## config.mk

```make
export PLATFORM = sky130hd
export DESIGN_NAME = alu_result_fifo
export DESIGN_NICKNAME = d
export VERILOG_FILES = /design/src/rtl/alu_result_fifo.sv
export SDC_FILE = /design/constraint.sdc
export NUM_CORES = 1
export LEC_CHECK = 0
export ABC_AREA = 1
export CAP_MARGIN = 20
export CELL_PAD_IN_SITES_DETAIL_PLACEMENT = 0
export CELL_PAD_IN_SITES_GLOBAL_PLACEMENT = 2
export CORE_MARGIN = 2
export CORE_UTILIZATION = 43
export CTS_BUF_LIST = sky130_fd_sc_hd__clkbuf_8
export DETAILED_ROUTE_END_ITERATION = 10
export MAX_ROUTING_LAYER = met4
export PLACE_DENSITY = 0.89
export SETUP_SLACK_MARGIN = 0.2
export SYNTH_ARGS = -nofsm -noshare
export SYNTH_HDL_FRONTEND = slang
export SYNTH_SLANG_ARGS = --single-unit
```

## constraint.sdc

```tcl
create_clock -name Clk -period 3.3 [get_ports Clk]
set_input_delay 0.66 -clock Clk [delete_from_list [all_inputs] [get_ports Clk]]
set_output_delay 0.66 -clock Clk [all_outputs]
set_load 0.02 [all_outputs]
```

## src/rtl/alu_result_fifo.sv

```systemverilog
// First-word-fall-through FIFO that captures committed ALU result/zero pairs
// so a slow consumer can drain them independently of the pipeline clocking.
module alu_result_fifo #(
    parameter int N     = 32,
    parameter int DEPTH = 8,
    parameter int AW    = 3
) (
    input  logic         Clk,
    input  logic         Rst,
    input  logic         Clear,
    input  logic         Push,
    input  logic [N-1:0] ALUresult,
    input  logic         Zero,
    input  logic         Pop,
    output logic [N-1:0] Dout,
    output logic         DoutZero,
    output logic         Empty,
    output logic         Full,
    output logic [AW:0]  Count,
    output logic         Overflow
);

    localparam logic [AW:0] DEPTH_CNT = (AW+1)'(DEPTH);

    logic [N:0]    mem [DEPTH];
    logic [AW-1:0] wr_ptr;
    logic [AW-1:0] rd_ptr;
    logic          do_pop;
    logic          do_push;
    logic          drop;

    // A pop frees a slot in the same cycle, so a full FIFO can still take a push.
    always_comb begin
        do_pop  = Pop && (Count != '0) && !Clear;
        do_push = Push && ((Count < DEPTH_CNT) || do_pop) && !Clear;
        drop    = Push && !do_push && !Clear;
    end

    always_ff @(posedge Clk or negedge Rst) begin
        if (!Rst) begin
            wr_ptr   <= '0;
            rd_ptr   <= '0;
            Count    <= '0;
            Overflow <= 1'b0;
        end else if (Clear) begin
            wr_ptr   <= '0;
            rd_ptr   <= '0;
            Count    <= '0;
            Overflow <= 1'b0;
        end else begin
            if (do_push) wr_ptr <= wr_ptr + 1'b1;
            if (do_pop)  rd_ptr <= rd_ptr + 1'b1;
            if (do_push && !do_pop)      Count <= Count + 1'b1;
            else if (do_pop && !do_push) Count <= Count - 1'b1;
            if (drop) Overflow <= 1'b1;
        end
    end

    // Storage is intentionally not reset; Count gates what is visible.
    always_ff @(posedge Clk) begin
        if (do_push) mem[wr_ptr] <= {Zero, ALUresult};
    end

    always_comb begin
        Empty = (Count == '0);
        Full  = (Count == DEPTH_CNT);
        if (Count != '0) begin
            Dout     = mem[rd_ptr][N-1:0];
            DoutZero = mem[rd_ptr][N];
        end else begin
            Dout     = '0;
            DoutZero = 1'b0;
        end
    end

endmodule

```

==> results of run 1 <==
-- metrics by stage --
stage	util [%]	worst slack, ns
floorplan	-	0.2671
global placement	49.38	0.3736
detailed placement	49.38	0.3566
CTS	52.67	0.03321
global route	52.76	0.2032
finish	52.76	0.3263
-- layout make-up --
type,count,share of cell area (%)
tap,330,3.108
clock buffer,46,4.766
multi-input combinational,499,19.45
clock inverter,33,1.253
inverter,16,0.4709
sequential,275,61.80
timing repair buffer,115,9.154
-- worst reg2reg max path: stages, from the launching register on --
cell,delay [ns]
dfrtp_1,0.48
nor2_4,0.12
nand2_4,0.20
buf_12,0.19
nand3_2,0.09
nand2_1,0.10
nand2_2,0.08
nor2_4,0.13
nand2_2,0.16
nor2_4,0.37
buf_12,0.23
-- kinds of logic after synthesis --
group	Yosys count
and+or+nand+nor	250
muxes	33
xor gates and xnor gates	2
buffers and inverters	66
adders and majority gates	5
DFF	275
AOI/OAI and AO/OA	208
-- cells in the mapped netlist (all sizes together) --
cell,n
dfrtp,11
nor4,1
o21a,1
inv,16
nand2,28
o211ai,1
nand3,5
clkbuf,19
nor3,1
xnor2,1
ha,4
xor2,1
fa,1
buf,31
o22ai,33
nand3b,1
nand4,1
edfxtp,264
mux2i,33
a21oi,1
o21ai,172
nor2,213
-- power by group --
group / total, uW / switching (uW) / internal (uW)
Clock: 2660 / 1290 / 1370
Combinational: 2660 / 1680 / 985
Sequential: 4060 / 95.9 / 3960
-- repair_timing --
action	CTS	global route
pin swaps	0	1
gates resized for setup	36	15
endpoints found under the hold margin	0	0
endpoints found under the setup margin	34	11
cloned	0	1
setup buffers	5	0
-- layer usage --
metal	vias up	global-route usage [%]
met5	-	-
met4	0	6.140
met3	48	3.409
met2	185	30.32
met1	3307	24.14
li1	3291	-
-- state kept, by name, indices dropped and copies added (netlist names) --
register	flops
Count	4
Overflow	1
mem	264
rd_ptr	3
wr_ptr	3
-- path summary, 6_finish.rpt --
| path | endpoint | slack (ns) | cells past startpoint |
|---|---|---|---|
| worst max register to register | mem[2][14]$_DFFE_PP_ | 0.84 | 10 |
| worst min register to register | Overflow$_DFFE_PN0P_ | 0.50 | 1 |
| min in group Clk | Overflow$_DFFE_PN0P_ | 0.50 | 1 |
| worst max-delay path | Empty | 0.33 | 5 |
| max in group asynchronous | rd_ptr[0]$_DFFE_PN0P_ | 2.43 | 1 |
| worst min-delay path | Count[1]$_DFFE_PN0P_ | 0.46 | 1 |
==> qor.yml, run 1 <==
cells_and_area:
  multi_input_area_um2: 2584
  antenna_cells: 0
  regArea_um2: 8210
  final_cell_count_no_fill: 1314
  nets: 995
  fillers: 2119
  drive_gt1_share_pct: 12.09
  most-common-layout-cells: "edfxtp_1 (264), nor2_1 (200), o21ai_0 (114)"
  area.growth.synth_to_final_pct: 20.29
  design_area_um2: 13290
  mostFrequentLayoutCell: "edfxtp_1"
worst_setup_path:
  slowest_delay_ns: 0.59
  crit_path_start: "Count[3]$_DFFE_PN0P_"
  worstSetupPathType: "reg2out"
  r2r_start: "Count[3]$_DFFE_PN0P_"
  cp-end-kind: "output port"
  critical-path-top-delay-family: "buffers and inverters"
  cp.required_ns: 2.64
  path_max_fanout: 15
  critPathArrivalTime_ns: 2.31
  critPathBufInv: 3
  cp_slowest_cell: "clkdlybuf4s50_1"
  crit_chain: "nor2_4, nand2_4, buf_12, inv_1, clkdlybuf4s50_1"
  cp-start-kind: "flop"
sta:
  fin_setup_tns_ns: 0
  finClkSkew_ns: 0.02101
  holdWs_ns: 0.4627
  period_needed_ns: 2.974
  fmax_ghz: 0.3363
  slew_viol_final: 0
  worstMarginPinSlew_ns: 0.5353
  rsz0062_at_grt: "no"
  setup_violations: 0
  relSlewSlack_pct: 64.20
  period_share_pct: 90.11
  hold_viol_final: 0
clock_tree:
  insertion_delay_ns: 0.55
  cts_hold_buffers: 0
  cts.clk_slew.worst_paths_ns: 0.06
  cts_sinks: 275
  cts_max_level: 2
  cts-buffers-inserted: 45
  root_buffer: "clkbuf_8"
  cts_max_path_buffers: 3
  cts_tree: "built"
synth:
  synth-warning-count: 0
  synth_cells: 839
  synth_area_um2: 11040
  yosysTopAreaCell: "edfxtp_1"
  synth-xor-area-share_pct: 0.1586
  synth_top_area_share_pct: 71.78
  synth_seq_cells: 275
  postSynthAreaPerCell_um2: 13.16
  synthMuxAreaShare_pct: 2.991
  synthAdderAreaFrac_pct: 0.6344
  synth-simple-area-share_pct: 8.961
  synth_area_leaders: "edfxtp_1 (72%), nor2_1 (7.2%), o21ai_0 (5.2%)"
  synth_seq_area_share_pct: 74.27
  synth_nets: 882
  synth_top_family_by_area: "compound AO/OA/AOI/OAI gates"
  netlist-cell-type-count: 33
  synth-compound-area-share_pct: 9.845
drt:
  wl_mm: 24.24
  drcViolationCount: 0
  route.met3.wl_mm: 1.382
  met2_length_mm: 11.74
  postRouteAntennaNets: 0
  dr.first_iter.drc_count: 445
  routed.top_layer: "met4"
  dr.pass1.iters: 4
  wl_met1_mm: 10.60
  wl_per_cell_um: 18.45
  viasPerCell: 5.199
  num_vias: 6831
outcome:
  status: "completed"
grt:
  grt_antenna_before_repair: 0
  grt_pass1_wl_mm: 37.63
  grt_pass1_vias: 6838
  grtUsageTotal_pct: 18.77
  grt_start_max_net_pins: 50
  grt_overflow_total: 0
floorplan:
  coreArea_um2: 25180
  initial_core_util_pct: 43.86
  die_h_um: 164.3
  rows: 58
  die_area_um2: 26980
  die_x_um: 164.3
  boundaryPins: 78
placed_design:
  placed_cell_area_um2: 12430
  placed_cells: 1229
  dp_hpwl_mm: 13.29
  place.gp.congestion: 0.7538
  portBuffers: 77
power_and_ir_drop:
  vdd_ir_drop_max_v: 0.0003491
  totalPowerFinal_uw: 9381
  power_density_nw_per_um2: 706.1
  leakage_uw: 0.004615
worst_hold_path:
  hold_class: "in2async"
run:
  cap_violations: 0
No activity file was read; power rests on OpenSTA's default activity.
==> inputs of run 2 (changes only) <==
- CORE_UTILIZATION: 43 -> 25
- PLACE_DENSITY: 0.89 -> 0.6
- clock period: 3.3 -> 3.4 ns (I/O delays scaled with it)
==> qor.yml, run 2 (synthesis gave the netlist of run 1 again) <==
clock_tree:
  root_buffer: "clkbuf_8"
  cts-buffers-inserted: 45  # unchanged
  cts_max_path_buffers: 3  # unchanged
  cts_sinks: 275  # unchanged
  cts_tree: "built"
  insertion_delay_ns: 0.58  # +0.03 ns
  cts.clk_slew.worst_paths_ns: 0.06  # about the same
  cts_hold_buffers: 0  # unchanged
  cts_max_level: 2  # unchanged
grt:
  grt_antenna_before_repair: 0  # unchanged
  grtUsageTotal_pct: 13.03  # -5.7 points
  grt_overflow_total: 0  # unchanged
  grt_start_max_net_pins: 56  # +12%
  grt_pass1_vias: 6957  # +1.7%
  grt_pass1_wl_mm: 43.85  # +17%
sta:
  worstMarginPinSlew_ns: 0.5863  # +0.05099 ns
  relSlewSlack_pct: 60.92  # -3.3 points
  hold_viol_final: 0  # unchanged
  period_needed_ns: 3.179
  setup_violations: 0  # unchanged
  finClkSkew_ns: 0.02040  # -0.0006172 ns
  slew_viol_final: 0  # unchanged
  postLayoutSetupSlackWorst_ns: 0.2208  # -0.1054 ns
  fin_setup_tns_ns: 0  # unchanged
  rsz0062_at_grt: "yes"
  period_share_pct: 93.51
  fmax_ghz: 0.3145
drt:
  drcViolationCount: 0  # unchanged
  viasPerCell: 4.300  # -17%
  dr.pass1.iters: 4  # unchanged
  num_vias: 6794  # -0.54%
  postRouteAntennaNets: 0  # unchanged
  wl_per_cell_um: 18.33  # -0.63%
  dr.first_iter.drc_count: 314  # -29%
  wl_mm: 28.96  # +19%
power_and_ir_drop:
  power_density_nw_per_um2: 683.9  # -3.2%
  totalPowerFinal_uw: 9422  # +0.43%
  vdd_ir_drop_max_v: 0.0002490  # -29%
  leakage_uw: 0.004722  # +2.3%
floorplan:
  boundaryPins: 78  # unchanged
  die_x_um: 214.2  # +30%
  coreArea_um2: 43930  # +74%
  die_area_um2: 45880  # +70%
  die_h_um: 214.2  # +30%
  rows: 77  # +33%
  initial_core_util_pct: 25.14  # -19 points
worst_setup_path:
  critPathArrivalTime_ns: 2.50  # +0.19 ns
  path_max_fanout: 22  # +7
  worstSetupPathType: "reg2out"
  slowest_delay_ns: 0.61  # +0.02 ns
  cp_slowest_cell: "clkdlybuf4s50_1"
  cp-start-kind: "flop"
  cp.required_ns: 2.72  # +0.08 ns
  crit_chain: "buf_12, nor2_1, o21ai_0, o21ai_0, o21ai_0, nor2_1, clkdlybuf4s50_1"
  cpMostUsedCell: "o21ai_0"
  worst-r2r-setup-slack_ns: 1.12  # +0.28 ns
  cp-end-kind: "output port"
placed_design:
  place.gp.congestion: 0.6926  # -8.1%
  portBuffers: 77  # unchanged
  place_ws_ns: 0.4472  # +0.09061 ns
  dp_hpwl_mm: 15.60  # +17%
  placed_cell_area_um2: 12850  # +3.3%
outcome:
  status: "completed"
cells_and_area:
  antenna_cells: 0  # unchanged
  nets: 997  # +0.20%
  post-route-util_pct: 31.36  # -21 points
  drive_gt1_share_pct: 13.87  # +1.8 points
  design_area_um2: 13780  # +3.7%
  largest_reg_flops: 264  # unchanged
  mostFrequentLayoutCell: "edfxtp_1"
  area.growth.synth_to_final_pct: 24.74
  reg_top3: "mem (264), Count (4)"
  most-common-layout-cells: "edfxtp_1 (264), nor2_1 (202), o21ai_0 (114)"
  largest_register: "mem"
run:
  cap_violations: 0  # unchanged
worst_hold_path:
  hold_class: "in2async"
[run 2: layer usage]
metal	vias up	global-route usage (%)	wire length [um]
met5	-	-	0
met4	0	3.611	486
met3	33	2.865	984
met2	99	21.60	14210
met1	3384	16.06	13280
li1	3278	-	-
[run 2: what timing repair did]
action,in CTS,in global routing
cloned,1,0
setup endpoints to repair,33,27
pin swaps,1,1
resized for setup,38,42
buffers inserted,4,0
[run 2: cell type report]
cell class | count | area [um2]
sequential | 275 | 8212
clock buffer | 49 | 674.4
multi-input combinational | 498 | 2557
clock inverter | 32 | 205.2
tap | 592 | 740.7
fill | 4448 | 30160
timing repair buffer | 118 | 1320
inverter | 16 | 67.56
[run 2: worst paths after layout]
path | start | to | cells after the start
setup / recovery | rd_ptr[1]$_DFFE_PN0P_ | DoutZero | 7
hold / removal | Rst | Count[0]$_DFFE_PN0P_ | 1
setup reg to reg | Count[3]$_DFFE_PN0P_ | mem[1][9]$_DFFE_PP_ | 10
hold reg to reg | Overflow$_DFFE_PN0P_ | Overflow$_DFFE_PN0P_ | 1
max in group asynchronous | Rst | rd_ptr[0]$_DFFE_PN0P_ | 1
min in group Clk | Overflow$_DFFE_PN0P_ | Overflow$_DFFE_PN0P_ | 1
[run 2: where the power goes]
group	switching (uW)	total [uW]	internal (uW)	leakage, uW
Sequential	81.5	3930	3850	0.00252
Combinational	1680	2670	987	0.00169
Clock	1280	2820	1550	0.000511
Total	3040	9420	6380	0.00472
[run 2: worst max-delay path: cells and delay by family (launching register included)]
family | cells | cell delay [ns]
compound gates | 3 | 0.26
flops | 1 | 0.59
buf+inv | 2 | 0.82
simple gates | 2 | 0.23
[run 2: through the flow]
step | cells | hold slack, ns
floorplan | 839 | 0.3844
global placement | 1494 | 0.4844
detailed placement | 1494 | 0.4867
CTS | 1580 | 0.4424
global route | 1580 | 0.4750
finish | 1580 | 0.4630
